--- src/rtl/serial_addsub.sv ---
// -----------------------------------------------------------------------------
// serial_addsub
//
// Digit-serial adder/subtractor. Each accepted operation walks the latched
// operands from LSB to MSB, DIGIT bits per clock, linking digits through one
// registered carry/borrow bit. An operation takes N = WIDTH/DIGIT cycles.
//
// Parameters:
//   WIDTH  operand/result width in bits (>= 1)
//   DIGIT  bits processed per cycle; must divide WIDTH exactly
//
// Ports:
//   clk       in   rising-edge clock
//   rst_n     in   asynchronous active-low reset
//   start     in   request; sampled only when not busy (IDLE or DONE)
//   mode      in   0 = add (a + b + cin), 1 = subtract (a - b - cin)
//   a         in   operand A (minuend in subtract mode)
//   b         in   operand B (subtrahend in subtract mode)
//   cin       in   carry-in (add) or borrow-in (subtract)
//   busy      out  operation in progress
//   done      out  one-cycle pulse; result/cout/overflow valid from this cycle
//   result    out  sum or difference modulo 2^WIDTH
//   cout      out  carry-out (add) or borrow-out (subtract)
//   overflow  out  two's-complement signed overflow
// -----------------------------------------------------------------------------
module serial_addsub #(
  parameter int WIDTH = 8,
  parameter int DIGIT = 1
) (
  input  logic             clk,
  input  logic             rst_n,
  input  logic             start,
  input  logic             mode,
  input  logic [WIDTH-1:0] a,
  input  logic [WIDTH-1:0] b,
  input  logic             cin,
  output logic             busy,
  output logic             done,
  output logic [WIDTH-1:0] result,
  output logic             cout,
  output logic             overflow
);

  localparam int N     = WIDTH / DIGIT;
  localparam int CNT_W = (N > 1) ? $clog2(N) : 1;

  localparam logic [CNT_W-1:0] LAST_CNT   = CNT_W'(N - 1);
  localparam logic [WIDTH-1:0] DIGIT_MASK = WIDTH'({DIGIT{1'b1}});

  typedef enum logic [1:0] {
    IDLE = 2'd0,
    RUN  = 2'd1,
    DONE = 2'd2
  } state_e;

  // Returns {carry_out, sum} of one digit plus carry.
  function automatic logic [DIGIT:0] digit_add(
    input logic [DIGIT-1:0] x,
    input logic [DIGIT-1:0] y,
    input logic             c
  );
    digit_add = {1'b0, x} + {1'b0, y} + {{DIGIT{1'b0}}, c};
  endfunction

  // Returns {borrow_out, difference}. Working in DIGIT+1 bits, the top bit of
  // the wrapped difference is set exactly when x < y + c.
  function automatic logic [DIGIT:0] digit_sub(
    input logic [DIGIT-1:0] x,
    input logic [DIGIT-1:0] y,
    input logic             c
  );
    digit_sub = {1'b0, x} - {1'b0, y} - {{DIGIT{1'b0}}, c};
  endfunction

  // Signed overflow from operand and result sign bits.
  function automatic logic signed_ovf(
    input logic sub,
    input logic a_msb,
    input logic b_msb,
    input logic r_msb
  );
    if (sub) begin
      signed_ovf = (a_msb != b_msb) && (r_msb != a_msb);
    end else begin
      signed_ovf = (a_msb == b_msb) && (r_msb != a_msb);
    end
  endfunction

  state_e             state_q, state_d;
  logic [WIDTH-1:0]   a_q, a_d;
  logic [WIDTH-1:0]   b_q, b_d;
  logic               mode_q, mode_d;
  logic               carry_q, carry_d;
  logic [CNT_W-1:0]   cnt_q, cnt_d;
  logic [WIDTH-1:0]   result_q, result_d;
  logic               cout_q, cout_d;
  logic               overflow_q, overflow_d;
  logic               busy_q, busy_d;
  logic               done_q, done_d;

  logic               accept_s;
  logic               last_s;
  logic [31:0]        base_s;
  logic [DIGIT-1:0]   a_dig_s;
  logic [DIGIT-1:0]   b_dig_s;
  logic [DIGIT:0]     dig_res_s;

  // A start is only honoured while not busy; DONE also accepts to allow
  // back-to-back operations without an IDLE gap.
  assign accept_s = start && ((state_q == IDLE) || (state_q == DONE));
  assign last_s   = (state_q == RUN) && (cnt_q == LAST_CNT);

  // State register.
  always_ff @(posedge clk or negedge rst_n) begin
    if (!rst_n) begin
      state_q <= IDLE;
    end else begin
      state_q <= state_d;
    end
  end

  // Next-state logic.
  always_comb begin
    state_d = state_q;
    case (state_q)
      IDLE: begin
        if (start) begin
          state_d = RUN;
        end else begin
          state_d = IDLE;
        end
      end
      RUN: begin
        if (last_s) begin
          state_d = DONE;
        end else begin
          state_d = RUN;
        end
      end
      DONE: begin
        if (start) begin
          state_d = RUN;
        end else begin
          state_d = IDLE;
        end
      end
      default: begin
        state_d = IDLE;
      end
    endcase
  end

  // Current digit of each latched operand and its add/subtract result.
  always_comb begin
    base_s  = 32'(cnt_q) * 32'(DIGIT);
    a_dig_s = DIGIT'(a_q >> base_s);
    b_dig_s = DIGIT'(b_q >> base_s);
    if (mode_q) begin
      dig_res_s = digit_sub(a_dig_s, b_dig_s, carry_q);
    end else begin
      dig_res_s = digit_add(a_dig_s, b_dig_s, carry_q);
    end
  end

  // Output and datapath next-values.
  always_comb begin
    a_d        = a_q;
    b_d        = b_q;
    mode_d     = mode_q;
    carry_d    = carry_q;
    cnt_d      = cnt_q;
    result_d   = result_q;
    cout_d     = cout_q;
    overflow_d = overflow_q;

    if (accept_s) begin
      // Operands are captured here so later input changes cannot disturb
      // the operation. result/cout/overflow keep their old values until
      // overwritten digit by digit.
      a_d     = a;
      b_d     = b;
      mode_d  = mode;
      carry_d = cin;
      cnt_d   = {CNT_W{1'b0}};
    end else if (state_q == RUN) begin
      // Splice the new digit into its final position in result.
      result_d = (result_q & ~(DIGIT_MASK << base_s))
               | (WIDTH'(dig_res_s[DIGIT-1:0]) << base_s);
      carry_d  = dig_res_s[DIGIT];
      cnt_d    = cnt_q + CNT_W'(1);
      if (last_s) begin
        // The digit just produced holds the result MSB.
        cout_d     = dig_res_s[DIGIT];
        overflow_d = signed_ovf(mode_q, a_q[WIDTH-1], b_q[WIDTH-1],
                                dig_res_s[DIGIT-1]);
      end else begin
        cout_d     = cout_q;
        overflow_d = overflow_q;
      end
    end else begin
      result_d = result_q;
      carry_d  = carry_q;
    end

    busy_d = (state_d == RUN);
    done_d = (state_d == DONE);
  end

  // Datapath and output registers.
  always_ff @(posedge clk or negedge rst_n) begin
    if (!rst_n) begin
      a_q        <= {WIDTH{1'b0}};
      b_q        <= {WIDTH{1'b0}};
      mode_q     <= 1'b0;
      carry_q    <= 1'b0;
      cnt_q      <= {CNT_W{1'b0}};
      result_q   <= {WIDTH{1'b0}};
      cout_q     <= 1'b0;
      overflow_q <= 1'b0;
      busy_q     <= 1'b0;
      done_q     <= 1'b0;
    end else begin
      a_q        <= a_d;
      b_q        <= b_d;
      mode_q     <= mode_d;
      carry_q    <= carry_d;
      cnt_q      <= cnt_d;
      result_q   <= result_d;
      cout_q     <= cout_d;
      overflow_q <= overflow_d;
      busy_q     <= busy_d;
      done_q     <= done_d;
    end
  end

  assign busy     = busy_q;
  assign done     = done_q;
  assign result   = result_q;
  assign cout     = cout_q;
  assign overflow = overflow_q;

endmodule

--- config.mk ---
export PLATFORM = sky130hd
export DESIGN_NAME = serial_addsub
export DESIGN_NICKNAME = d
export VERILOG_FILES = /design/src/rtl/serial_addsub.sv
export SDC_FILE = /design/constraint.sdc
export NUM_CORES = 1
export LEC_CHECK = 0
export BUFFER_PORTS_ARGS = -buffer_cell sky130_fd_sc_hd__clkbuf_2
export CAP_MARGIN = 20
export CORE_MARGIN = 1
export CORE_UTILIZATION = 30
export DETAILED_ROUTE_END_ITERATION = 16
export MAX_ROUTING_LAYER = met4
export PLACE_DENSITY = 0.58
export SLEW_MARGIN = 25
export SYNTH_ARGS = -nofsm -noshare
export SYNTH_HDL_FRONTEND = slang
export SYNTH_SLANG_ARGS = --single-unit
--- constraint.sdc ---
create_clock -name clk -period 5.33 [get_ports clk]
set_clock_uncertainty 0.15 [all_clocks]
set_input_delay 0 -clock clk [delete_from_list [all_inputs] [get_ports clk]]
set_output_delay 0 -clock clk [all_outputs]
set_load 0.02 [all_outputs]
==> reports/results.ini <==
[run_status]
status=completed

[finish]
finalInstanceArea_um2=2200
n_antenna_cell=0
area_growth_pct=28.5
fin_nets=217
final_cells=261
layout-drive-gt1-share=0.307

[place]
place_hpwl_um=2390
io_buffers=32
place_congestion=0.821
dpl-instance-area_um2=1930
dp.cells=234
pre_cts_ws_ns=2.45

[synthesis]
synth.yosys.warnings=0
synth.distinct_cells=33
ys_top_cells_by_count=dfrtp_1, mux2_2, nand2_1, inv_1, ha_1
syn_area_um2=1710
synth_edf_count=0
synth-seq-cells=35
synthFlopType=dfrtp_1
yosys-top-cells-area=dfrtp_1, mux2_2, mux4_1, ha_1, nand2_1
yosysSeqAreaShare=0.512
avgSynthCellArea_um2=12.5
synth_top_cell_area_share=0.512
yosysTopAreaCell=dfrtp_1
synth_fp_nets=166
synth_cells=137
async_flop_share=1.00
synth_most_common_cell=dfrtp_1

[clock_network]
cts.sinks=35
numCtsBuffers=5
clk_latency_ns=0.28
post_cts_resized=0
clk_path_buf_depth=2
cts-root-buf=clkbuf_8
cts_tree=yes
htree_levels=2
postCtsSetupBuffers=0
cts.clk_slew.worst_paths_ns=0.07

[sta]
period_share=0.542
tightest_slew_ns=0.868
rsz0062_at_grt=false
finalSetupTns_ns=0
setup_viol=0
max_freq_mhz=346
min_period_ns=2.89
setup_ws_ns=2.44
final-hold-violation-count=0
maxSlewHeadroom=0.421
drv_slew=0

[critical_path]
crit_family=multiplexers
cp.arrival_ns=2.92
crit_top_cell=nand2_1
critPathKind=reg2reg
slowest_stage=mux4_1
worstPathMaxFanout=10
rr_startpoint=cnt_q[0]
endpoint_kind=flop
timing.rr.end=result[0]
start_kind=flop
reg2reg_slack_ns=2.44
crit_required_ns=5.36
critPathBufInv=0
rr_worst_depth=7
slowest_delay_ns=0.60
path_cells=mux4_1 > nand2_1 > nand2_1 > fa_1 > mux2_2 > and2_4 > a32o_1

[min_path]
worstHoldEndpoint=carry_q
hold_class=in2reg
hold_depth=4
min_from=start

[global_routing]
grt_max_degree=36
grt.overflow.total=0
grt_pass1_vias=1291
grt_pass1_wl_um=6070
antenna_found_initial=0
grt_util_all_layers=0.135

[pwr]
power.switching_uw=561
ir_drop_v=0.000223
sw_frac_of_total=0.402
pwr-share-comb=0.496
leakage_uw=0.00102
p_total_uw=1390
clock_power_share=0.130
powerDensity_nw_per_um2=634
internal-power_uw=833
p_seq_frac=0.373

[floorplanning]
rows=27
dieWidth_um=77.5
io_pins=33
start_util=0.311
core-area_um2=5510
die_h_um=77.5
dieArea_um2=6010

[drt]
wl_per_cell_um=13.2
drtIter0Drc=71
finalWirelength_um=3440
drc=0
via_per_inst=4.63
antenna_left=0
vias=1209
dr.pass1.iters=6

[flow_run]
maxCapViolations=0

worst register-to-register path, cell delays in order (launching register included):
cell,delay [ns]
dfrtp_1,0.59
mux4_1,0.61
nand2_1,0.08
nand2_1,0.10
fa_1,0.52
mux2_2,0.32
and2_4,0.18
a32o_1,0.24
power groups by stage:
stage,sequential (uW),combinational (uW),clock (uW)
after CTS,522,701,190
after global routing,543,783,201
after global placement,523,671,0
final,521,692,182
after detailed placement,528,684,0
after floorplan,517,522,0
timing repair:
item / in CTS / in global routing
hold endpoints to repair: 53 / 0
hold buffers: 19 / 0
endpoints found under the setup margin: 0 / 0
sequential cells by signal, indices dropped and copies added, names as in the netlist:
name / flops
a_q: 8
b_q: 8
busy: 1
carry_q: 1
cnt_q: 3
cout: 1
done: 1
mode_q: 1
overflow: 1
result: 8
state_q: 2
per-stage QoR:
step	util	hold slack (ns)
3_5_place_dp	0.350	0.0143
4_1_cts	0.399	0.0608
6_report	0.399	0.0474
5_1_grt	0.399	0.0978
3_3_place_gp	0.349	0.0133
2_1_floorplan	-	-0.446
worst max path at each step:
stage | start | endpoint | slack (ns) | cells after the start
after floorplan | cnt_q[0] | result[0] | 2.69 | 8
after global placement | cnt_q[0] | result[2] | 2.53 | 7
after detailed placement | cnt_q[0] | result[0] | 2.45 | 7
after CTS | cnt_q[0] | result[0] | 2.44 | 7
after global routing | cnt_q[0] | result[2] | 2.28 | 7
final | cnt_q[0] | result[0] | 2.44 | 7
layer usage:
layer  GRT usage  wire length [um]
met5           -                 0
met1       0.161              1540
met3      0.0400               163
met2       0.217              1710
met4      0.0509                27
logic make-up (layout without fill, tap and decap cells):
logic type / count (synthesis) / in the layout / synth area share
AND/OR/NAND/NOR: 35 / 35 / 0.103
flip-flops: 35 / 35 / 0.512
AO/OA/AOI/OAI: 21 / 21 / 0.0943
multiplexers: 22 / 22 / 0.180
adder cells (fa/ha/maj): 8 / 8 / 0.0673
buffers and inverters: 16 / 68 / 0.0439
area by class of cell:
| type | instances | area, um^2 |
|---|---|---|
| sequential | 35 | 876 |
| fill | 537 | 3310 |
| clock inverter | 1 | 5.00 |
| multi-input combinational | 86 | 768 |
| tap | 72 | 90.1 |
| timing repair buffer | 51 | 350 |
| clock buffer | 7 | 76.3 |
| inverter | 9 | 33.8 |
cells in the final DEF, fill, tap and decap left out, types with 3 or more instances in the layout:
| master | instances |
|---|---|
| clkbuf_2 | 32 |
| clkbuf_8 | 5 |
| dfrtp_1 | 35 |
| dlygate4sd3_1 | 19 |
| ha_1 | 6 |
| inv_1 | 9 |
| mux2_2 | 18 |
| mux4_1 | 4 |
| nand2_1 | 14 |
| nor2_1 | 5 |
| nor2b_1 | 3 |
| nor3b_1 | 3 |
| o21ai_0 | 3 |
| o31ai_1 | 4 |
Note: power is estimated with default switching activity, not from simulation.
